**src/rtl/lsu_pkg.sv**
```systemverilog
// lsu_pkg: shared definitions for the load/store sequencer.
//   - funct3 encodings for the supported load/store widths
//   - sequencer state enum
//   - beat_count(): number of memory beats for an access
//   - op_legal(): funct3 legality for loads and stores
package lsu_pkg;

  localparam logic [2:0] F3_B  = 3'b000;
  localparam logic [2:0] F3_H  = 3'b001;
  localparam logic [2:0] F3_W  = 3'b010;
  localparam logic [2:0] F3_BU = 3'b100;
  localparam logic [2:0] F3_HU = 3'b101;

  typedef enum logic [1:0] {
    IDLE   = 2'd0,
    ACCESS = 2'd1,
    DONE   = 2'd2
  } state_e;

  // One beat when naturally aligned; otherwise one byte beat per byte.
  function automatic logic [2:0] beat_count(input logic [2:0] funct3,
                                            input logic [1:0] addr_lo);
    logic [2:0] n;
    n = 3'd1;
    if ((funct3[1:0] == 2'b01) && addr_lo[0])
      n = 3'd2;
    else if ((funct3 == F3_W) && (addr_lo != 2'b00))
      n = 3'd4;
    return n;
  endfunction

  function automatic logic op_legal(input logic       write,
                                    input logic [2:0] funct3);
    logic ok;
    ok = (funct3 == F3_B) || (funct3 == F3_H) || (funct3 == F3_W);
    if (!write)
      ok = ok || (funct3 == F3_BU) || (funct3 == F3_HU);
    return ok;
  endfunction

endpackage

```
**src/rtl/lsu_load_merge.sv**
```systemverilog
// lsu_load_merge: load data assembly register plus sign/zero extension.
//   clk, rst_n       clock, synchronous active-low reset
//   capture_word     store mem_read_data whole (aligned load beat)
//   capture_byte     store mem_read_data[7:0] into byte byte_idx (split beat)
//   byte_idx         little-endian byte lane for capture_byte
//   mem_read_data    read data from memory
//   funct3           load width/signedness used for extension
//   load_data        extended load result
// Macro LSU_MISALIGN_SPLIT_EN: when undefined the byte-lane path is omitted.
module lsu_load_merge
  import lsu_pkg::*;
#(
  parameter int unsigned DATA_WIDTH = 32
) (
  input  logic                  clk,
  input  logic                  rst_n,
  input  logic                  capture_word,
  input  logic                  capture_byte,
  input  logic [1:0]            byte_idx,
  input  logic [DATA_WIDTH-1:0] mem_read_data,
  input  logic [2:0]            funct3,
  output logic [DATA_WIDTH-1:0] load_data
);

  logic [DATA_WIDTH-1:0] data_q, data_d;

  always_comb begin
    data_d = data_q;
    if (capture_word)
      data_d = mem_read_data;
`ifdef LSU_MISALIGN_SPLIT_EN
    else if (capture_byte)
      data_d[{byte_idx, 3'b000} +: 8] = mem_read_data[7:0];
`endif
  end

`ifndef LSU_MISALIGN_SPLIT_EN
  logic unused_byte_path;
  assign unused_byte_path = capture_byte ^ (^byte_idx);
`endif

  always_ff @(posedge clk) begin
    if (!rst_n)
      data_q <= '0;
    else
      data_q <= data_d;
  end

  always_comb begin
    case (funct3)
      F3_B:    load_data = {{(DATA_WIDTH-8){data_q[7]}}, data_q[7:0]};
      F3_BU:   load_data = {{(DATA_WIDTH-8){1'b0}}, data_q[7:0]};
      F3_H:    load_data = {{(DATA_WIDTH-16){data_q[15]}}, data_q[15:0]};
      F3_HU:   load_data = {{(DATA_WIDTH-16){1'b0}}, data_q[15:0]};
      default: load_data = data_q;
    endcase
  end

endmodule

```
**src/rtl/lsu_sequencer.sv**
```systemverilog
// lsu_sequencer: accepts one load/store per handshake and issues memory beats
// to data_memory; returns a one-cycle response with load data or a fault.
//   req_*   request handshake (req_ready high only in IDLE)
//   resp_*  one-cycle response pulse, extended load data, fault flag
//   mem_*   memory initiator interface, driven from registered state only
// Macro LSU_MISALIGN_SPLIT_EN: defined -> misaligned h/w split into byte
// beats; undefined -> misaligned h/w fault without any memory beat.
module lsu_sequencer
  import lsu_pkg::*;
#(
  parameter int unsigned ADDRESS_WIDTH = 32,
  parameter int unsigned DATA_WIDTH    = 32
) (
  input  logic                     clk,
  input  logic                     rst_n,
  input  logic                     req_valid,
  output logic                     req_ready,
  input  logic                     req_write,
  input  logic [2:0]               req_funct3,
  input  logic [ADDRESS_WIDTH-1:0] req_address,
  input  logic [DATA_WIDTH-1:0]    req_wdata,
  output logic                     resp_valid,
  output logic [DATA_WIDTH-1:0]    resp_rdata,
  output logic                     resp_fault,
  output logic                     mem_write_enable,
  output logic [2:0]               mem_addrmode,
  output logic [1:0]               mem_selectbytes,
  output logic [ADDRESS_WIDTH-1:0] mem_address,
  output logic [DATA_WIDTH-1:0]    mem_write_data,
  input  logic [DATA_WIDTH-1:0]    mem_read_data
);

  state_e                   state_q, state_d;
  logic                     write_q, write_d;
  logic [2:0]               funct3_q, funct3_d;
  logic [ADDRESS_WIDTH-1:0] addr_q, addr_d;
  logic [DATA_WIDTH-1:0]    wdata_q, wdata_d;
  logic [1:0]               beat_q, beat_d;
  logic                     fault_q, fault_d;

  logic [2:0]               nbeats;
  logic                     split;
  logic                     req_ok;
  logic                     load_beat;
  logic [DATA_WIDTH-1:0]    load_data;

  assign nbeats    = beat_count(funct3_q, addr_q[1:0]);
  assign split     = (nbeats != 3'd1);
  assign load_beat = (state_q == ACCESS) && !write_q;

  always_comb begin
    req_ok = op_legal(req_write, req_funct3);
`ifndef LSU_MISALIGN_SPLIT_EN
    if (beat_count(req_funct3, req_address[1:0]) != 3'd1)
      req_ok = 1'b0;
`endif
  end

  always_comb begin
    state_d  = state_q;
    write_d  = write_q;
    funct3_d = funct3_q;
    addr_d   = addr_q;
    wdata_d  = wdata_q;
    beat_d   = beat_q;
    fault_d  = fault_q;
    case (state_q)
      IDLE: begin
        if (req_valid) begin
          write_d  = req_write;
          funct3_d = req_funct3;
          addr_d   = req_address;
          wdata_d  = req_wdata;
          beat_d   = '0;
          fault_d  = !req_ok;
          state_d  = req_ok ? ACCESS : DONE;
        end
      end
      ACCESS: begin
        if ({1'b0, beat_q} == (nbeats - 3'd1))
          state_d = DONE;
        else
          beat_d = beat_q + 2'd1;
      end
      DONE:    state_d = IDLE;
      default: state_d = IDLE;
    endcase
  end

  always_ff @(posedge clk) begin
    if (!rst_n) begin
      state_q  <= IDLE;
      write_q  <= 1'b0;
      funct3_q <= '0;
      addr_q   <= '0;
      wdata_q  <= '0;
      beat_q   <= '0;
      fault_q  <= 1'b0;
    end else begin
      state_q  <= state_d;
      write_q  <= write_d;
      funct3_q <= funct3_d;
      addr_q   <= addr_d;
      wdata_q  <= wdata_d;
      beat_q   <= beat_d;
      fault_q  <= fault_d;
    end
  end

  // Outputs are qualified by rst_n so that a beat overlapping reset never
  // writes and every output shows its reset value during reset.
  always_comb begin
    req_ready        = 1'b0;
    resp_valid       = 1'b0;
    resp_fault       = 1'b0;
    resp_rdata       = '0;
    mem_write_enable = 1'b0;
    mem_addrmode     = '0;
    mem_address      = '0;
    mem_write_data   = '0;
    if (!rst_n) begin
      req_ready = 1'b1;
    end else begin
      case (state_q)
        IDLE: req_ready = 1'b1;
        ACCESS: begin
          mem_write_enable = write_q;
          mem_address      = addr_q + ADDRESS_WIDTH'(beat_q);
          if (split) begin
            mem_addrmode   = write_q ? F3_B : F3_BU;
            mem_write_data = DATA_WIDTH'(wdata_q[{beat_q, 3'b000} +: 8]);
          end else begin
            mem_addrmode   = funct3_q;
            mem_write_data = wdata_q;
          end
        end
        DONE: begin
          resp_valid = 1'b1;
          resp_fault = fault_q;
          if (!write_q && !fault_q)
            resp_rdata = load_data;
        end
        default: ;
      endcase
    end
  end

  assign mem_selectbytes = mem_address[1:0];

  lsu_load_merge #(
    .DATA_WIDTH(DATA_WIDTH)
  ) u_load_merge (
    .clk          (clk),
    .rst_n        (rst_n),
    .capture_word (load_beat && !split),
    .capture_byte (load_beat && split),
    .byte_idx     (beat_q),
    .mem_read_data(mem_read_data),
    .funct3       (funct3_q),
    .load_data    (load_data)
  );

endmodule

```
**config.mk**
```make
export PLATFORM = sky130hd
export DESIGN_NAME = lsu_sequencer
export DESIGN_NICKNAME = d
export VERILOG_FILES = /design/src/rtl/lsu_pkg.sv /design/src/rtl/lsu_load_merge.sv /design/src/rtl/lsu_sequencer.sv
export SDC_FILE = /design/constraint.sdc
export NUM_CORES = 1
export LEC_CHECK = 0
export ABC_AREA = 1
export ABC_CLOCK_PERIOD_IN_PS = 2300
export CORE_AREA = 5 5 125 127
export DETAILED_ROUTE_END_ITERATION = 7
export DIE_AREA = 0 0 130 132
export PLACE_DENSITY = 0.86
export SYNTH_ARGS = -nofsm -noshare
export SYNTH_HDL_FRONTEND = slang
export SYNTH_SLANG_ARGS = --single-unit
```
**constraint.sdc**
```tcl
create_clock -name clk -period 2.3 [get_ports clk]
set_input_delay 0.69 -clock clk [delete_from_list [all_inputs] [get_ports clk]]
set_output_delay 0.69 -clock clk [all_outputs]
set_load 0.02 [all_outputs]
```
== Word level (Yosys, flattened, before mapping) ==
Index checks and enable logic that the tools add are counted.
Storage, ports and cells
  register bits after elaboration: 105
  output and inout port bits: 105
  word-level logic and storage cells: 88
Operators by class
  add/subtract/negate cells: 3
  eq/ne operators: 18
  shifts and indexed selects: 1
  mux-type cells: 34
  reductions and logical operators: 24
Operator list (count)
  2-to-1 mux 32 bit: 8
  one-hot mux 32 bit (4 select lines): 1
  adder 32 x 2 -> 32 bit: 1
  indexed part select 32 x 6 -> 8 bit: 1
  2-to-1 mux 3 bit: 8
  equality test 3 bit (second input constant): 4
  2-to-1 mux 1 bit: 10
  2-to-1 mux 2 bit: 5
  one-hot mux 2 bit (2 select lines): 2
  logical AND 1 bit: 7
  equality test 2 x 1 -> 1 bit (second input constant): 3
  equality test 3 x 1 -> 1 bit (second input constant): 2
  equality test 3 x 2 -> 1 bit (second input constant): 2
  zero test 3 bit: 2
  != test 3 x 1 -> 1 bit (second input constant): 2
  nonzero test 2 bit: 3
  zero test 1 bit: 4
  logical OR 1 bit: 4
  != test 2 bit (second input constant): 2
  AND reduction 2 bit: 2
  equality test 2 x 3 -> 1 bit: 1
  AND reduction 3 bit: 1
  subtractor 3 x 1 -> 3 bit (second input constant): 1
  adder 2 x 1 -> 2 bit (second input constant): 1
  other kinds (3): 3

== Depth between registers and ports, before layout ==
Gate-level depths: netlist (run 1).
  word-level depth: 10
  depth in mapped cells: 12

== Hierarchy ==
A second synthesis (run 1) with hierarchy kept.
Unflattened totals
  cells, all modules: 972
  area, all modules: 6055.8 sq um
By module, submodules not included
  lsu_sequencer: instances 1, cells an instance 764, area an instance 4598.2 sq um
  lsu_load_merge: instances 1, cells an instance 208, area an instance 1457.6 sq um

== Worst setup path before layout (run 1) ==
OpenSTA, ideal clock, no wires.
  path type: register to output
  start: reg beat_q[0]
  end: out mem_address[16]
  arrival: 1.895 ns
  path slack: -0.285 ns
  cell stages (with the launch flop): 9
  path buffers: 0
  path through: dfxtp_1 > ha_1 > fa_1 > nand2_1 > nor2_1 > nand2_1 > nor3_1 > a31oi_1 > nor3_1
Between the ends
  longest elaborated chain between the ends: 3
RTL lines
  start, declared: line lsu_sequencer.sv:38  | logic [1:0] beat_q, beat_d;
  start signal, assigned: line lsu_sequencer.sv:105  | beat_q <= beat_d;
  adder 32 x 2 -> 32 bit: line lsu_sequencer.sv:128  | mem_address = addr_q + ADDRESS_WIDTH'(beat_q);
  2-to-1 mux 32 bit: line lsu_sequencer.sv:124  | case (state_q)
  2-to-1 mux 32 bit: line lsu_sequencer.sv:121  | if (!rst_n) begin
  end, declared: line lsu_sequencer.sv:28  | output logic [ADDRESS_WIDTH-1:0] mem_address,
Every way passes these cells.

== Worst setup path after layout (run 1) ==
  start: reg addr_q[23]
  end: out mem_address[24]
Between the ends
  longest elaborated chain between the ends: 3
RTL lines
  start, declared: line lsu_sequencer.sv:36  | logic [ADDRESS_WIDTH-1:0] addr_q, addr_d;
  start signal, assigned: line lsu_sequencer.sv:103  | addr_q <= addr_d;
  adder 32 x 2 -> 32 bit: line lsu_sequencer.sv:128
  2-to-1 mux 32 bit: line lsu_sequencer.sv:124
  2-to-1 mux 32 bit: line lsu_sequencer.sv:121
Every way passes these cells.

==> results of run 1 <==
timing repair:
item / 4_1_cts / 5_1_grt
pin swaps: 38 / 51
setup endpoints to repair: 105 / 104
cloned: 7 / 0
setup buffers: 36 / 23
resized for setup: 708 / 176
cells by family after synthesis:
family                     share of synthesized area
adders and majority gates                    0.00782
buffers and inverters                         0.0988
xor gates and xnor gates                     0.00152
AOI/OAI and AO/OA                              0.226
DFF                                            0.365
and+or+nand+nor                                0.300
power by group:
group          switching (mW)  internal, mW  total [mW]
combinational           0.748         0.652        1.40
sequential              0.135          1.97        2.11
clock                   0.771         0.989        1.76
total                    1.65          3.61        5.27
cell usage after synthesis (all sizes together):
library cell	n
or2	1
fa	1
nor4	1
nand2	138
nand3	43
a31oi	2
xnor2	1
nor2	200
dfxtp	105
clkbuf	26
inv	78
a21oi	110
o211a	1
o211ai	1
o21ai	118
o22ai	8
buf	28
nor3	23
o21bai	1
a211oi	3
ha	2
nor3b	1
clkinv	1
nand4	4
sequential cells by signal, indices dropped and copies added (netlist names):
name                 flops
state_q                  2
wdata_q                 32
funct3_q                 3
write_q                  1
addr_q                  32
fault_q                  1
beat_q                   2
u_load_merge.data_q     32
layer usage:
| layer | share of wire | routed length (µm) | track usage |
|---|---|---|---|
| met5 | 0 | 0 | 0 |
| met4 | 0.055 | 1520 | 0.141 |
| met3 | 0.10 | 2860 | 0.0741 |
| met2 | 0.49 | 13400 | 0.458 |
| met1 | 0.35 | 9700 | 0.335 |
final cells by class:
cell class	instances	area, µm²
clock buffers	10	239
clock inverters	6	90.1
fillers	930	3380
inverters	79	332
multi-input cells	659	4130
flip-flops and latches	105	2130
well taps	184	230
repair buffers	382	3780
path summary, 6_finish.rpt:
path | slack (ps) | from | to | cells after the start
max | -670 | addr_q[23] | mem_address[24] | 9
min reg2reg | 460 | u_load_merge.data_q[1] | u_load_merge.data_q[1] | 2
min | 460 | u_load_merge.data_q[1] | u_load_merge.data_q[1] | 2
max reg2reg | 240 | addr_q[1] | u_load_merge.data_q[16] | 14
worst min-delay path, cell delays in order, from the launching register on:
cell                      delay [ps]
sky130_fd_sc_hd__dfxtp_1         300
sky130_fd_sc_hd__inv_1            60
sky130_fd_sc_hd__a21oi_1          60
metrics by stage:
| step | worst slack [ps] | util | power [mW] |
|---|---|---|---|
| finish | -674 | 0.764 | 5.27 |
| global route | -719 | 0.764 | 5.45 |
| CTS | -535 | 0.712 | 5.08 |
| detailed placement | -708 | 0.624 | 3.18 |
| global placement | -624 | 0.624 | 3.16 |
| floorplan | -91.6 | - | 2.62 |
==> summary.txt, run 1 <==
Run status
  – Outcome: finished with violations
  – Failing checks: setup timing

Final layout
  – Post-layout nets: 1342
  – Final std cell area, no fill: 10900 µm²
  – Area growth from synthesis to final layout: 89.9%
  – Top library cells by usage in the layout, fill and taps aside: sky130_fd_sc_hd__buf_4 (144), sky130_fd_sc_hd__nor2_1 (141), sky130_fd_sc_hd__nand2_1 (106)
  – Layout cells sized above 1: 0.410
  – Non-filler instance count after layout: ~1.4k
  – Count of antenna diodes in the layout: 0
  – Commonest non-fill, non-tap cell in the layout: sky130_fd_sc_hd__buf_4

Yosys
  – Cell variety after synth: 36
  – Largest cells by area after synthesis: sky130_fd_sc_hd__dfxtp_1 (36%), sky130_fd_sc_hd__nor2_1 (13%), sky130_fd_sc_hd__o21ai_0 (9.4%)
  – Cell count after synthesis: between 800 and 900
  – Mapped Nets: 1003
  – Number of warnings issued by yosys: 0
  – Cell area after technology mapping: 5760 µm²
  – Post-Syn Area per Cell: roughly 6.4 µm²
  – Share of synthesized area occupied by flip-flops and latches: 0.365
  – Biggest area consumer among synthesized cells: sky130_fd_sc_hd__dfxtp_1
  – Top-area cell type share of the netlist area: 0.365
  – Count of state elements after synthesis: 105

Worst setup path
  – Largest stage delay, worst path: 480 ps
  – Critical path fanouts, max: 4
  – Category of the worst setup path capture point: output port
  – Largest delay contributor family on the critical path: simple AND/OR/NAND/NOR gates
  – Cell with the largest stage delay on the worst path: sky130_fd_sc_hd__nor3_1
  – Cell type with the highest occurrence count on the critical path: sky130_fd_sc_hd__nand2_1
  – CP arrival: 2280 ps
  – Startpoint type of the worst setup path: flip-flop
  – Buffers and inverters on the worst path: 1
  – Ordered cell list for the critical path: nand2_1 > nor3_1 > nand2_1 > nor2_1 > nand2_1 > nand2_1 > nand3_2 > nor2_2 > buf_6
  – Worst EP required: 1610 ps
  – Class of the most critical setup path: reg -> out

STA
  – Slack of the critical path: -674 ps
  – Final critical delay including setup and external delays: around 3000 ps
  – Count of endpoints failing hold in the final timing report: 0
  – Setup repair after global routing missed its margin: true
  – Worst slew margin relative to its limit: 0.421
  – Highest clock frequency the design can meet: 336 MHz
  – Count of final max-slew check failures: 0
  – Post-Route Setup TNS: -25400 ps
  – Final Setup Violations: 85
  – Setup skew after layout: about 12 ps
  – Worst hold slack after final layout: 461 ps
  – Worst slew pin tran: 869 ps
  – Fin crit share: 1.29

Run
  – Number of max-cap violations: 0

Drt
  – First DRT Iteration DRCs: 859
  – Average vias per placed instance: 5.61
  – Antenna Violating Nets Remaining: 0
  – Routed wire length: 27500 µm
  – Drt pass-1 iters: 6
  – WL per Instance: 19.3 µm
  – Routed vias: 7994
  – Residual DRC count: 0

Clock tree
  – Number of buffers added by the clock tree synthesis step: 9
  – Clock-pin slew of the registers on the worst-case setup and hold paths: about 80 ps
  – CTS max path bufs: 2
  – Cell at the root of the clock tree: sky130_fd_sc_hd__clkbuf_16
  – Clock H-tree levels: 3
  – CTS tree: built
  – Clock latency at the later pin of the worst-skew pair: 370 ps
  – Number of buffers inserted by hold repair at cts: 0
  – Clock Sinks: ~110

GRT
  – Total global routing track utilization: 0.280
  – Global-route wire length before repair: 38300 µm
  – Pin count of the biggest net entering global routing: 95
  – Leftover overflow at the end of global routing: 0
  – Antenna violations before repair: 0
  – Vias in the first global route: roughly 7.5k

Die
  – Standard-cell row count: 44
  – Die Height: 132 µm
  – I/O pins: 208
  – Core ar.: 14300 µm²
  – Die Outline Area: 17200 µm²
  – Die X-Extent: approximately 130 µm
  – Effective utilization at floorplan: 0.402

Placement
  – # port buffers: approximately 210
  – Number of cells in the design after placement: approximately 1.4k
  – Dpl cell area: 8940 µm²
  – Half-perimeter wire length of the detailed placement result: 15700 µm
  – Routability congestion estimate: about 1.1

Pwr
  – IR Drop Worst-Case VDD: 428 µV
  – Leakage power of the design: ~4.4 nW
  – Power Dens Cells: 482 nW/µm²

Worst hold path
  – Kind of path behind the tightest hold check: reg -> reg
No activity file was read; power rests on OpenSTA's default activity.
==> inputs of run 2 (changes only) <==
--- a/config.mk
+++ b/config.mk
@@ -10,6 +10,7 @@
 export CORE_AREA = 5 5 125 127
 export DETAILED_ROUTE_END_ITERATION = 7
 export DIE_AREA = 0 0 130 132
+export GPL_ROUTABILITY_DRIVEN = 1
 export PLACE_DENSITY = 0.86
 export SYNTH_ARGS = -nofsm -noshare
 export SYNTH_HDL_FRONTEND = slang
==> results of run 2 <==
Final layout, timing and power as in run 1 (identical DEF).
==> inputs of run 3 (changes only) <==
--- a/config.mk
+++ b/config.mk
@@ -7,11 +7,11 @@
 export LEC_CHECK = 0
 export ABC_AREA = 1
 export ABC_CLOCK_PERIOD_IN_PS = 2300
-export CORE_AREA = 5 5 125 127
+export CORE_AREA = 2 2 123 125
 export DETAILED_ROUTE_END_ITERATION = 7
-export DIE_AREA = 0 0 130 132
+export DIE_AREA = 0 0 125 127
 export GPL_ROUTABILITY_DRIVEN = 1
-export PLACE_DENSITY = 0.86
+export PLACE_DENSITY = 0.85
 export SYNTH_ARGS = -nofsm -noshare
 export SYNTH_HDL_FRONTEND = slang
 export SYNTH_SLANG_ARGS = --single-unit
==> run 3 against run 2 <==
Effect of this change:
- the flow still finishes with violations (setup timing)
- combinational power about the same
- non-clock buffer count up 10
- clock power decreased by 11%
- sequential power is essentially flat
- flip-flop and latch count unchanged
- critical path depth unchanged
- setup slack improved by 17 ps
- sequential share of layout area fell by 0.32 points
- die area is 7.5% lower
- critical path type unchanged
- largest power group unchanged
- first-iteration DRC count grew 2.8%
- highest routed layer unchanged
- core utilization increased by 0.28 points
==> summary.txt, run 3 (synthesis gave the netlist of run 1 again) <==
Pwr
  – Overall power consumption: 5.06 mW
  – IR Drop Worst-Case VDD: 385 µV
  – Leakage power of the design: 4.52 nW
  – Power Dens Cells: 458 nW/µm²

Drt
  – Average vias per placed instance: 5.60
  – First DRT Iteration DRCs: 883
  – Antenna Violating Nets Remaining: 0
  – Residual DRC count: 0
  – Routed vias: 8046
  – WL per Instance: 19.0 µm
  – Routed wire length: 27300 µm
  – Drt pass-1 iters: 6

Worst setup path
  – Critical path fanouts, max: 4
  – CP arrival: 2270 ps
  – Internal reg-to-reg setup slack: 280 ps
  – Category of the worst setup path capture point: output port
  – Launch point of the critical path: addr_q[3]
  – R2R depth: 11
  – End point of the critical path: mem_address[11]
  – Worst EP required: 1610 ps
  – Class of the most critical setup path: reg -> out
  – Reg-to-Reg End: u_load_merge.data_q[16]
  – Reg2Reg Launch Point: state_q[0]
  – Startpoint type of the worst setup path: flip-flop

STA
  – Final critical delay including setup and external delays: 2960 ps
  – Count of endpoints failing hold in the final timing report: 0
  – Worst hold slack after final layout: ~470 ps
  – Setup skew after layout: roughly 8.7 ps
  – Highest clock frequency the design can meet: approximately 340 MHz
  – Worst slew pin tran: 862 ps
  – Setup repair after global routing missed its margin: true
  – Worst slew margin relative to its limit: 0.426
  – Count of final max-slew check failures: 0
  – Final Setup Violations: 99
  – Post-Route Setup TNS: -29190 ps
  – Slack of the critical path: -657 ps
  – Fin crit share: 1.29

Die
  – Standard-cell row count: 44
  – Effective utilization at floorplan: 0.399
  – Die X-Extent: 125 µm
  – Core ar.: 14400 µm²
  – Die Height: approximately 130 µm
  – Die Outline Area: between 15000 and 20000 µm²
  – I/O pins: 208

Clock tree
  – Number of buffers inserted by hold repair at cts: 0
  – Clock-pin slew of the registers on the worst-case setup and hold paths: 70 ps
  – Cell at the root of the clock tree: sky130_fd_sc_hd__clkbuf_16
  – Clock H-tree levels: 3
  – Number of buffers added by the clock tree synthesis step: 9
  – Clock Sinks: 105
  – CTS max path bufs: 2
  – CTS tree: built
  – Clock latency at the later pin of the worst-skew pair: 360 ps

Final layout
  – Commonest non-fill, non-tap cell in the layout: sky130_fd_sc_hd__buf_4
  – Final cell utilization of the core: 0.767
  – Leading registers by flop count: addr_q (32), u_load_merge.data_q (32), wdata_q (32)
  – Post-layout nets: 1352
  – Area growth from synthesis to final layout: 92.0%
  – Top library cells by usage in the layout, fill and taps aside: sky130_fd_sc_hd__buf_4 (141), sky130_fd_sc_hd__nor2_1 (127), sky130_fd_sc_hd__buf_6 (117)
  – Fillers: 941
  – Non-filler instance count after layout: roughly 1.4k
  – Layout cells sized above 1: 0.414

GRT
  – Total global routing track utilization: 0.279
  – Antenna violations before repair: 0
  – Leftover overflow at the end of global routing: 0
  – Vias in the first global route: 7284
  – Global-route wire length before repair: around 36000 µm
  – Pin count of the biggest net entering global routing: 95

Placement
  – # port buffers: 207
  – Routability congestion estimate: 0.951
  – Half-perimeter wire length of the detailed placement result: ~15000 µm
  – Number of cells in the design after placement: ~1.4k

Run status
  – Outcome: finished with violations
  – Failing checks: setup timing

Run
  – Number of max-cap violations: 0

Worst hold path
  – Kind of path behind the tightest hold check: reg -> reg
## run 3: worst min path at each step
stage                                          to  slack [ps]                    start  cells past startpoint
after floorplan           u_load_merge.data_q[31]         430  u_load_merge.data_q[31]                      2
after global placement    u_load_merge.data_q[20]         440  u_load_merge.data_q[20]                      2
after detailed placement  u_load_merge.data_q[16]         450  u_load_merge.data_q[16]                      2
after CTS                  u_load_merge.data_q[4]         460   u_load_merge.data_q[4]                      2
after global routing       u_load_merge.data_q[8]         480   u_load_merge.data_q[8]                      2
final                      u_load_merge.data_q[8]         470   u_load_merge.data_q[8]                      2
## run 3: what timing repair did
item,4_1_cts,5_1_grt
setup buffers,25,26
pin swaps,47,62
cloned,1,6
setup endpoints to repair,105,105
resized for setup,601,297
## run 3: worst max-delay path, stage by stage (launching register included)
cell                       delay [ps]
sky130_fd_sc_hd__dfxtp_1          340
sky130_fd_sc_hd__inv_1            120
sky130_fd_sc_hd__nor3_1           490
sky130_fd_sc_hd__nand2_1          210
sky130_fd_sc_hd__nor2_4           190
sky130_fd_sc_hd__buf_4            140
sky130_fd_sc_hd__or2_2            120
sky130_fd_sc_hd__o211ai_1         100
sky130_fd_sc_hd__inv_1             80
sky130_fd_sc_hd__buf_6            110
## run 3: stage by stage
stage	area, µm²	setup slack, ps
final	11100	-657
after global routing	11100	-839
after CTS	9800	-526
after detailed placement	9070	-680
after global placement	9070	-663
after floorplan	5950	-91.6
## run 3: cell type report
type,instances,area (µm²),share of cell area
antenna,1,2.50,0.000226
clock buffer,13,270,0.0244
clock inverter,3,22.5,0.00204
inverter,79,323,0.0292
multi-input combinational,659,4150,0.375
sequential,105,2120,0.192
tap,184,230,0.0208
timing repair buffer,392,3940,0.356
## run 3: report_power, final
part           leakage, nW  total, mW  switching, mW  internal, mW
Clock                0.146       1.56          0.733         0.830
Combinational         3.50       1.39          0.753         0.633
Sequential           0.868       2.11          0.140          1.97
## run 3: metal layers
metal	track usage	wire length (µm)	vias up
met5	0	0	-
met4	0.139	1570	0
met3	0.0540	2090	129
met2	0.488	13700	496
met1	0.328	9930	3779
li1	-	-	3642
